$ cat src/rtl/softusb_crcgen.sv
// softusb_crcgen -- USB CRC5/CRC16 checker and optional CRC appender.
//
// Absorbs DW bits per crc_ce beat (data[0] earliest on the wire) into an
// MSB-first CRC register and flags crc_ok when the register matches the
// USB residual for the mode latched at crc_clear.
//
// Build option: define SOFTUSB_CRCGEN_TX_EN to compile the append path
// (tx_start / tx_valid / tx_ready / tx_data / tx_last and the overrun flag).
// Without it the tx outputs are tied to 0, tx_start is ignored and overrun
// stays 0.
//
// tx handshake: while tx_valid is high, tx_data/tx_last describe the current
// beat; the beat is consumed on the rising edge where tx_valid && tx_ready,
// and tx_data/tx_last stay stable until that edge.
//
// o_dbg_state exposes the FSM state (0 = IDLE, 1 = APPEND, 2 = DONE).
module softusb_crcgen #(
  parameter int DW   = 1,
  parameter int CNTW = 16
) (
  input  logic            usb_clk,
  input  logic            usb_rst,
  input  logic            crc_clear,
  input  logic            sel16,
  input  logic            crc_ce,
  input  logic [DW-1:0]   data,
  input  logic            tx_start,
  input  logic            tx_ready,
  output logic            tx_valid,
  output logic [DW-1:0]   tx_data,
  output logic            tx_last,
  output logic            crc_ok,
  output logic [15:0]     crc_value,
  output logic [CNTW-1:0] bit_count,
  output logic            overrun,
  output logic [1:0]      o_dbg_state
);

  typedef enum logic [1:0] {
    IDLE   = 2'd0,
    APPEND = 2'd1,
    DONE   = 2'd2
  } state_t;

  logic            r_sel16;
  logic [15:0]     r_crc;
  logic [CNTW-1:0] r_cnt;
  logic            r_overrun;
  state_t          r_state;

  logic [15:0]     w_fold;
  logic            w_fb;
  logic [CNTW:0]   w_cnt_sum;
  logic [CNTW-1:0] w_cnt_next;

  // Fold the DW beat bits into the register, earliest bit (data[0]) first.
  // In CRC5 mode the upper 11 register bits are kept at zero.
  always_comb begin
    w_fold = r_crc;
    w_fb   = 1'b0;
    for (int i = 0; i < DW; i++) begin
      if (r_sel16) begin
        w_fb   = data[i] ^ w_fold[15];
        w_fold = {w_fold[14:0], 1'b0} ^ (w_fb ? 16'h8005 : 16'h0000);
      end else begin
        w_fb   = data[i] ^ w_fold[4];
        w_fold = {11'd0, w_fold[3:0], 1'b0} ^ (w_fb ? 16'h0005 : 16'h0000);
      end
    end
  end

  // Bit counter advances by DW and sticks at all-ones instead of wrapping.
  assign w_cnt_sum  = {1'b0, r_cnt} + (CNTW+1)'(DW);
  assign w_cnt_next = w_cnt_sum[CNTW] ? '1 : w_cnt_sum[CNTW-1:0];

`ifdef SOFTUSB_CRCGEN_TX_EN
  // Remaining complemented CRC bits, MSB-aligned; zeros shift in from below
  // so the final beat comes out zero-padded in its upper bits.
  logic [15:0] r_shift;
  logic [4:0]  r_bits_left;
  logic [15:0] w_load;
  logic        w_tx_fire;

  // A beat arriving together with tx_start is folded before the snapshot.
  assign w_load    = crc_ce ? w_fold : r_crc;
  assign w_tx_fire = tx_valid && tx_ready;
  assign tx_valid  = (r_state == APPEND);
  assign tx_last   = tx_valid && (r_bits_left <= 5'(DW));

  // Present the next DW bits of the shift register, earliest bit in tx_data[0].
  always_comb begin
    tx_data = '0;
    if (r_state == APPEND) begin
      for (int j = 0; j < DW; j++) begin
        tx_data[j] = r_shift[15-j];
      end
    end
  end
`else
  logic w_unused_tx;

  assign w_unused_tx = &{1'b0, tx_start, tx_ready};
  assign tx_valid    = 1'b0;
  assign tx_last     = 1'b0;
  assign tx_data     = '0;
`endif

  // Main state: reset, then clear, then per-state beat / append handling.
  always_ff @(posedge usb_clk) begin
    if (usb_rst) begin
      r_sel16     <= 1'b0;
      r_crc       <= 16'h001F;
      r_cnt       <= '0;
      r_overrun   <= 1'b0;
      r_state     <= IDLE;
`ifdef SOFTUSB_CRCGEN_TX_EN
      r_shift     <= '0;
      r_bits_left <= '0;
`endif
    end else if (crc_clear) begin
      r_sel16     <= sel16;
      r_crc       <= sel16 ? 16'hFFFF : 16'h001F;
      r_cnt       <= '0;
      r_overrun   <= 1'b0;
      r_state     <= IDLE;
`ifdef SOFTUSB_CRCGEN_TX_EN
      r_shift     <= '0;
      r_bits_left <= '0;
`endif
    end else begin
      case (r_state)
        IDLE: begin
          if (crc_ce) begin
            r_crc <= w_fold;
            r_cnt <= w_cnt_next;
          end
`ifdef SOFTUSB_CRCGEN_TX_EN
          if (tx_start) begin
            r_state     <= APPEND;
            r_shift     <= r_sel16 ? ~w_load : {~w_load[4:0], 11'd0};
            r_bits_left <= r_sel16 ? 5'd16 : 5'd5;
          end
`endif
        end
        APPEND: begin
`ifdef SOFTUSB_CRCGEN_TX_EN
          if (crc_ce) begin
            r_overrun <= 1'b1;
          end
          if (w_tx_fire) begin
            r_shift <= r_shift << DW;
            if (tx_last) begin
              r_bits_left <= '0;
              r_state     <= DONE;
            end else begin
              r_bits_left <= r_bits_left - 5'(DW);
            end
          end
`endif
        end
        default: begin
        end
      endcase
    end
  end

  assign crc_ok      = r_sel16 ? (r_crc == 16'h800D) : (r_crc[4:0] == 5'b01100);
  assign crc_value   = r_crc;
  assign bit_count   = r_cnt;
  assign overrun     = r_overrun;
  assign o_dbg_state = r_state;

endmodule
$ cat config.mk
export PLATFORM = sky130hd
export DESIGN_NAME = softusb_crcgen
export DESIGN_NICKNAME = d
export VERILOG_FILES = /design/src/rtl/softusb_crcgen.sv
export SDC_FILE = /design/constraint.sdc
export NUM_CORES = 1
export LEC_CHECK = 0
export ABC_AREA = 1
export CAP_MARGIN = 5
export CORE_MARGIN = 5
export CORE_UTILIZATION = 48
export CTS_CLUSTER_SIZE = 30
export DETAILED_ROUTE_END_ITERATION = 6
export GPL_TIMING_DRIVEN = 0
export PLACE_DENSITY = 0.8
export SLEW_MARGIN = 20
export SYNTH_ARGS = -nofsm -noshare
export SYNTH_HDL_FRONTEND = slang
export SYNTH_SLANG_ARGS = --single-unit
$ cat constraint.sdc
create_clock -name usb_clk -period 1.7 [get_ports usb_clk]
set_input_delay 0.34 -clock usb_clk [delete_from_list [all_inputs] [get_ports usb_clk]]
set_output_delay 0.34 -clock usb_clk [all_outputs]
set_load 0.01 [all_outputs]
# Yosys cells after proc, flatten, opt, wreduce, memory -nomap -nowiden
# Index checks and enable logic that the tools add are counted.
# totals
wordCells	20
out_inout_bits	39
inputBits	8
latch_bits	0
ramBits	0
rom_bits	0
memories	0
reg_bits	33
# classes
div	0
n_mux	8
eq_ne	2
shift	0
addsub	1
n_lt_le_gt_ge	0
n_reduce_logical	2
n_bitwise	4
mul	0
# op_table
operator	count
16-bit 2-to-1 mux	6
16-bit by 1-bit adder with 17-bit output, second input constant	1
16-bit equality test, second input constant	1
16-bit XOR	1
5-bit by 4-bit equality test with 1-bit output, second input constant	1
5-bit by 3-bit XOR with 5-bit output	1
3-bit 2-to-1 mux	1
2-bit nonzero test	1
2-bit OR reduction	1
1-bit XOR	2
1-bit 2-to-1 mux	1

# Longest topological paths before layout
# Gate-level depths: netlist (run 1).
# logic_depth
ltp_word	6
depth_mapped	9
mapped_depth_nobuf	8

# Worst setup path after synthesis (run 1)
# Ideal clock, no wire load.
# synth_timing
kind	register -> register
startpoint	register r_cnt[0], in the netlist bit_count[0]
endpoint	register r_cnt[14], in the netlist bit_count[14]
setup_slack_ns	0.310
arrival_ns	1.274
n_path_buf	0
period_less_slack_ns	1.390
t_required_ns	1.584
setup_time_ns	0.116
stages_incl_launch_ff	8
cell_sequence	dfxtp_1 ha_1 nand3_1 nor2_4 and2_1 nand2_1 o21ai_0 nor2_1
# synth_between
elab_chain_cells	2
# synth_lines
item	line	rtl
start: declaration	47	logic [CNTW-1:0] r_cnt;
start signal: assignment	135	r_cnt <= w_cnt_next;
16-bit by 1-bit adder with 17-bit output	73	assign w_cnt_sum = {1'b0, r_cnt} + (CNTW+1)'(DW);
16-bit 2-to-1 mux	74	assign w_cnt_next = w_cnt_sum[CNTW] ? '1 : w_cnt_sum[CNTW-1:0];
# No other way between the ends.
# A chain may end at the register's enable or synchronous reset.

# Worst setup path in the final report (run 1)
# layout_timing
startpoint	register r_crc[0], in the netlist crc_value[0]
endpoint	output port crc_ok
# layout_between
elab_chain_cells	2
word_cells_on_any_way	3
classes_between	eq/ne (2); mux (1)
# layout_lines
item	line	rtl
start: declaration	46	logic [15:0] r_crc;
start signal: assignment	122	r_crc <= sel16 ? 16'hFFFF : 16'h001F;
start signal: assignment	134	r_crc <= w_fold;
16-bit equality test / 5-bit by 4-bit equality test with 1-bit output (equally long branches)	167	assign crc_ok = r_sel16 ? (r_crc == 16'h800D) : (r_crc[4:0] == 5'b01100);
1-bit 2-to-1 mux (*)	167	
end: declaration	32	output logic crc_ok,
# Mark *: on every way between the ends. The rest lies on a longest branch, timed or not.

==> summary.md, run 1 <==
| Metric | Value |
|---|---|
| Vias in the first global route | 1538 |
| Die height | 70.20 um |
| 1st-iter DRT viols | 64 |
| Global Route Usage Sum | 16.68% |
| Global Route met3 Usage | 3.730% |
| Netlist Area Pre-Place | 1739 um^2 |
| Number of flops mapped to enable cells by yosys | 0 |
| Part of the power in registers | 54.1% |
| RSZ-0062 raised after global routing | true |
| Overall routed net length | 4008 um |
| Largest net degree at the start of global routing | 11 |
| Dpl ws | -0.1364 ns |
| Total CTS buffers | 5 |
| Seq/Total Area, Yosys | 37.99% |
| Top post-synthesis cells by area | dfxtp_1 38%, nand2_1 11%, inv_1 6.3% |
| Via-per-instance ratio | 4.939 |
| Final Instance Count excl. Fillers | 343 |
| Crit path arrival time | 1.38 ns |
| Hold Startpoint | crc_value[2] |
| R2R Path Start | bit_count[1] |
| Residual DRC | 0 |
| Net switching power | 389.3 uW |
| Final setup viols | 1 |
| GR Util met2 | 28.02% |
| Synth unique cells | 34 |
| Setup crit end kind | output pin |
| Fin Clk Skew | 0.006625 ns |
| Min Hold Slack | 0.4933 ns |
| Critical path type | reg2out |
| Number of clock sinks | 33 |
| Hold_buf cts | 0 |
| Final hold violations | 0 |
| Ys Warns | 0 |
| Total power draw | 1.536 mW |
| R2r setup slk | 0.22 ns |
| Internal Power | 1.146 mW |
| Dpl hpwl | 2992 um |
| Syn Inst Count | 242 |
| Critical Path Fanout Max | 4 |
| H-tree lvl count | 2 |
| Grt peak-use layer | met2 |
| Die area | 4927 um^2 |
| Wire per inst | 11.69 um |
| Area Growth Syn to Fin | 33.88% |
| Worst Hold Endpoint | crc_value[2] |
| Clock Power Share | 32.4% |
| ANT nets after route | 0 |
| WP data required | 1.36 ns |
| Most frequent cells after synthesis | 52 x nand2_1, 33 x dfxtp_1, 29 x inv_1 |
| Boundary Pins | 47 |
| Chip width | 70.20 um |
| Post-layout net count | 305 |
| Root Buffer | clkbuf_4 |
| Initial antenna violation count | 0 |
| Switching Fraction | 25.36% |
| CTS tree | built |
| Status | finished with violations |
| Met1 usage | 21.10% |
| Filler instances | 291 |
| Post-route setup slack | -0.02436 ns |
| Starting Density | 50.92% |
| Core region area | 3416 um^2 |
| Reg2reg path depth | 7 |
| Pins Over Slew Limit | 0 |
| Clock-pin slew on the worst setup and hold paths | 0.10 ns |
| Final TNS setup | -0.02436 ns |
| Placed Cells | 331 |
| Core Util, Final | 68.17% |
| Reg-to-Reg End | bit_count[12] |
| Skew-Pair Late Insertion Delay | 0.32 ns |
| Comb pwr share | 13.6% |
| Max-Cap Viols | 0 |
| Worst Hold Class | reg2reg |
| Final period util | 101.4% |
| Cell with the most instances after synthesis | nand2_1 |
| GP Congestion | 0.8843 |
| IO Port Bufs | 38 |
| Core Rows | 21 |
| Yosys top cell by area | dfxtp_1 |
| Via count | 1694 |
| First-pass GRT wire length | 6789 um |
| Maximum buffer depth of the clock tree | 2 |
| Total gr overflow | 0 |
| FFs w/ async S/R, synth | 0% |
| Max IR drop VDD | 0.6133 mV |
| Fmax | 579.9 MHz |
| Area share of the largest cell type after synthesis | 37.99% |
| Post-DP Area | 2196 um^2 |
| Critical Path Start Type | flip-flop |
| Final Cell Area | 2328 um^2 |
| Layout cell share with drive strength beyond 1 | 19.87% |
| #FFs+latches synth | 33 |
| Drt pass-1 iters | 4 |
| Total leakage power | 0.9921 nW |
| Top_reg_cell synth | dfxtp_1 |
| PwrDens | 659.5 nW/um^2 |
| Failing checks | setup timing |
| Hold path cells | 2 |
| Fin crit period | 1.724 ns |
| ANT cells | 0 |
| Syn avg cell area | 7.187 um^2 |
## power groups by stage
stage	clock network, mW	logic, mW	registers [mW]
global placement	0	0.192	0.844
detailed placement	0	0.194	0.844
floorplan	0	0.0977	0.851
finish	0.497	0.208	0.830
global route	0.539	0.229	0.834
CTS	0.513	0.208	0.829
## what timing repair did
| item | CTS | global route |
|---|---|---|
| resized for setup | 13 | 11 |
| setup buffers | 4 | 0 |
| pin swaps | 4 | 2 |
| endpoints found under the setup margin | 3 | 10 |
## registers in the layout, summed over array words and instances, names as in the netlist
register   cells
crc_value     16
bit_count     16
r_sel16        1
## routing by layer
metal | part of all wire [%] | vias up
met1 | 47 | 772
li1 | - | 880
met3 | 4.3 | 5
met5 | 0 | -
met4 | 0.90 | 0
met2 | 47 | 37
## worst max-delay path, cell delays in order, from the launching register on
cell and delay (ns):
dfxtp_1 0.41, nand2_1 0.10, nor3_1 0.14, nand3_1 0.13, a21oi_1 0.14, buf_2 0.15
## cell families (layout without fill, tap and decap cells)
kind of cell / count (synthesis) / in the layout / synth area share, %
buffers and inverters: 45 / 95 / 12.30
AOI/OAI and AO/OA: 45 / 45 / 14.68
DFF: 33 / 33 / 37.99
and+or+nand+nor: 110 / 110 / 30.57
other: 1 / 6 / 0.2156
adders and majority gates: 1 / 1 / 0.7193
xor gates and xnor gates: 7 / 7 / 3.525
## cell usage in the layout (no fill, tap or decap), types with 4 or more instances in the layout
cell type	count
nand2_1	52
clkdlybuf4s50_1	34
inv_1	29
dfxtp_1	19
a21oi_1	18
nand3_1	17
nor2_1	15
o21ai_0	15
dfxtp_2	14
buf_4	10
conb_1	6
buf_2	5
clkbuf_4	5
nor2_4	4
nand2_2	4
nor2_2	4
xor2_1	4
nand4_1	4
## area by class of cell
type,count,area (um^2),area share (%)
timing repair buffer,42,412.9,17.73
clock inverter,1,5.005,0.2149
buffer,14,95.09,4.084
inverter,31,118.9,5.105
clock buffer,7,65.06,2.794
tap,46,57.56,2.472
multi-input combinational,169,895.9,38.47
sequential,33,678.2,29.12
## worst max path at each step
stage	cells past startpoint	startpoint	end	slack, ns
after global routing	4	crc_value[14]	crc_ok	-0.07
after floorplan	7	bit_count[0]	bit_count[14]	0.31
final	5	crc_value[0]	crc_ok	-0.02
after CTS	4	crc_value[14]	crc_ok	-0.03
after detailed placement	4	crc_value[7]	crc_ok	-0.14
after global placement	4	crc_value[7]	crc_ok	-0.15
Note: power is estimated with default switching activity, not from simulation.
==> inputs of run 2 (changes only) <==
MAX_ROUTING_LAYER = met4   (was default)
==> summary.md, run 2 (same netlist as run 1, synthesis figures left out) <==
| Metric | Value |
|---|---|
| Pins Over Slew Limit | 0 (unchanged) |
| PwrDens | 659.4 nW/um^2 (was 659.5 nW/um^2) |
| Die height | 70.20 um (unchanged) |
| Reg2reg path depth | 7 (unchanged) |
| Crit path arrival time | 1.38 ns (about the same) |
| Total gr overflow | 0 (unchanged) |
| R2R Path Start | bit_count[1] (unchanged) |
| Final hold violations | 0 (unchanged) |
| Skew-Pair Late Insertion Delay | 0.32 ns (about the same) |
| Post-route setup slack | -0.02422 ns (was -0.02436 ns) |
| Most frequent cells in the layout | 52 x nand2_1, 34 x clkdlybuf4s50_1, 29 x inv_1 (unchanged) |
| Core region area | 3416 um^2 (unchanged) |
| Wire per inst | 11.69 um (unchanged) |
| Drt pass-1 iters | 4 (unchanged) |
| Crit path to | crc_ok (unchanged) |
| Die area | 4927 um^2 (unchanged) |
| Boundary Pins | 47 (unchanged) |
| Overall routed net length | 4008 um (unchanged) |
| Critical Path Fanout Max | 4 (unchanged) |
| Worst Hold Class | reg2reg (unchanged) |
| Status | finished with violations (unchanged) |
| Layout cell share with drive strength beyond 1 | 19.87% (unchanged) |
| Post-layout net count | 305 (unchanged) |
| RSZ-0062 raised after global routing | true (unchanged) |
| Dpl hpwl | 2992 um (unchanged) |
| Number of clock sinks | 33 (unchanged) |
| Critical Path Start Type | flip-flop (unchanged) |
| Fin crit period | 1.724 ns (about the same) |
| 1st-iter DRT viols | 64 (unchanged) |
| First-pass GRT wire length | 6782 um (was 6789 um) |
| Total leakage power | 0.9921 nW (unchanged) |
| ANT cells | 0 (unchanged) |
| Setup crit end kind | output pin (unchanged) |
| Min Hold Slack | 0.4933 ns (unchanged) |
| Chip width | 70.20 um (unchanged) |
| Initial antenna violation count | 0 (unchanged) |
| Max-Cap Viols | 0 (unchanged) |
| Core Util, Final | 68.17% (unchanged) |
| Reg-to-Reg End | bit_count[12] (unchanged) |
| CTS tree | built (unchanged) |
| Final setup viols | 1 (unchanged) |
| IO Port Bufs | 38 (unchanged) |
| Via count | 1694 (unchanged) |
| Fin Clk Skew | 0.006625 ns (about the same) |
| Critical path type | reg2out (unchanged) |
| Vias in the first global route | 1539 (was 1538) |
| ANT nets after route | 0 (unchanged) |
| Crit path launch | crc_value[0] (unchanged) |
| GP Congestion | 0.8990 (was 0.8843) |
| Fmax | 580.0 MHz (was 579.9 MHz) |
| Commonest non-fill, non-tap cell in the layout | nand2_1 (unchanged) |
| Largest net degree at the start of global routing | 11 (unchanged) |
| H-tree lvl count | 2 (unchanged) |
| Starting Density | 50.92% (unchanged) |
| Residual DRC | 0 (unchanged) |
| Total CTS buffers | 5 (unchanged) |
| Maximum buffer depth of the clock tree | 2 (unchanged) |
| Root Buffer | clkbuf_4 (unchanged) |
| Via-per-instance ratio | 4.939 (unchanged) |
| Final period util | 101.4% (about the same) |
| Area Growth Syn to Fin | 33.88% (unchanged) |
| Core Rows | 21 (unchanged) |
| Failing checks | setup timing (unchanged) |
| Global Route Usage Sum | 17.14% (was 16.68%) |
| Max IR drop VDD | 0.6132 mV (was 0.6133 mV) |
| Clock-pin slew on the worst setup and hold paths | 0.10 ns (about the same) |
| R2r setup slk | 0.22 ns (about the same) |
| WP data required | 1.36 ns (about the same) |
## run 2: cell type report
cell class	count	area (um^2)
buffer	14	95.09
clock buffer	7	65.06
clock inverter	1	5.005
fill	291	1087
inverter	31	118.9
multi-input combinational	169	895.9
sequential	33	678.2
tap	46	57.56
timing repair buffer	42	412.9
## run 2: power by group
| group | leakage [nW] | switching [mW] | internal, mW |
|---|---|---|---|
| sequential | 0.274 | 0.0280 | 0.802 |
| combinational | 0.677 | 0.104 | 0.105 |
| clock | 0.0413 | 0.258 | 0.240 |
## run 2: per-stage QoR
step	power, mW	setup WS, ns	std cells	cell area (um^2)	TNS (ns)
final	1.535	-0.02422	343	2328	-0.02422
after global routing	1.602	-0.07285	343	2328	-0.07285
after CTS	1.550	-0.02683	343	2312	-0.02683
after detailed placement	1.038	-0.1364	331	2196	-0.3000
after global placement	1.035	-0.1471	331	2196	-0.3148
after floorplan	0.9484	0.3103	247	1758	0
## run 2: how the worst min path moves through the flow
stage / startpoint / to / depth (start not counted)
5_1_grt: crc_value[2] / crc_value[2] / 2
4_1_cts: crc_value[6] / crc_value[7] / 2
2_1_floorplan: usb_rst / r_sel16 / 1
3_5_place_dp: crc_value[9] / crc_value[10] / 2
3_3_place_gp: crc_value[13] / crc_value[14] / 2
6_report: crc_value[2] / crc_value[2] / 2
## run 2: critical path: stages, from the launching register on
cell     delay, ns
dfxtp_1       0.41
nand2_1       0.10
nor3_1        0.14
nand3_1       0.13
a21oi_1       0.14
buf_2         0.15
## run 2: metal layers
| layer | GRT usage, % | share of wire (%) |
|---|---|---|
| met2 | 28.02 | 47 |
| met1 | 21.10 | 47 |
| met3 | 3.730 | 4.3 |
| met4 | 5.319 | 0.90 |
| met5 | - | 0 |
## run 2: repair_timing
item / in CTS / in global routing
pin swaps: 4 / 2
setup endpoints to repair: 3 / 10
resized for setup: 13 / 11
hold buffers: 0 / 0
buffers inserted: 4 / 0
==> inputs of run 3 (changes only) <==
CTS_CLUSTER_DIAMETER = 100   (was default)
==> results of run 3 <==
No change in the layout: final DEF, timing and power equal those of run 2.
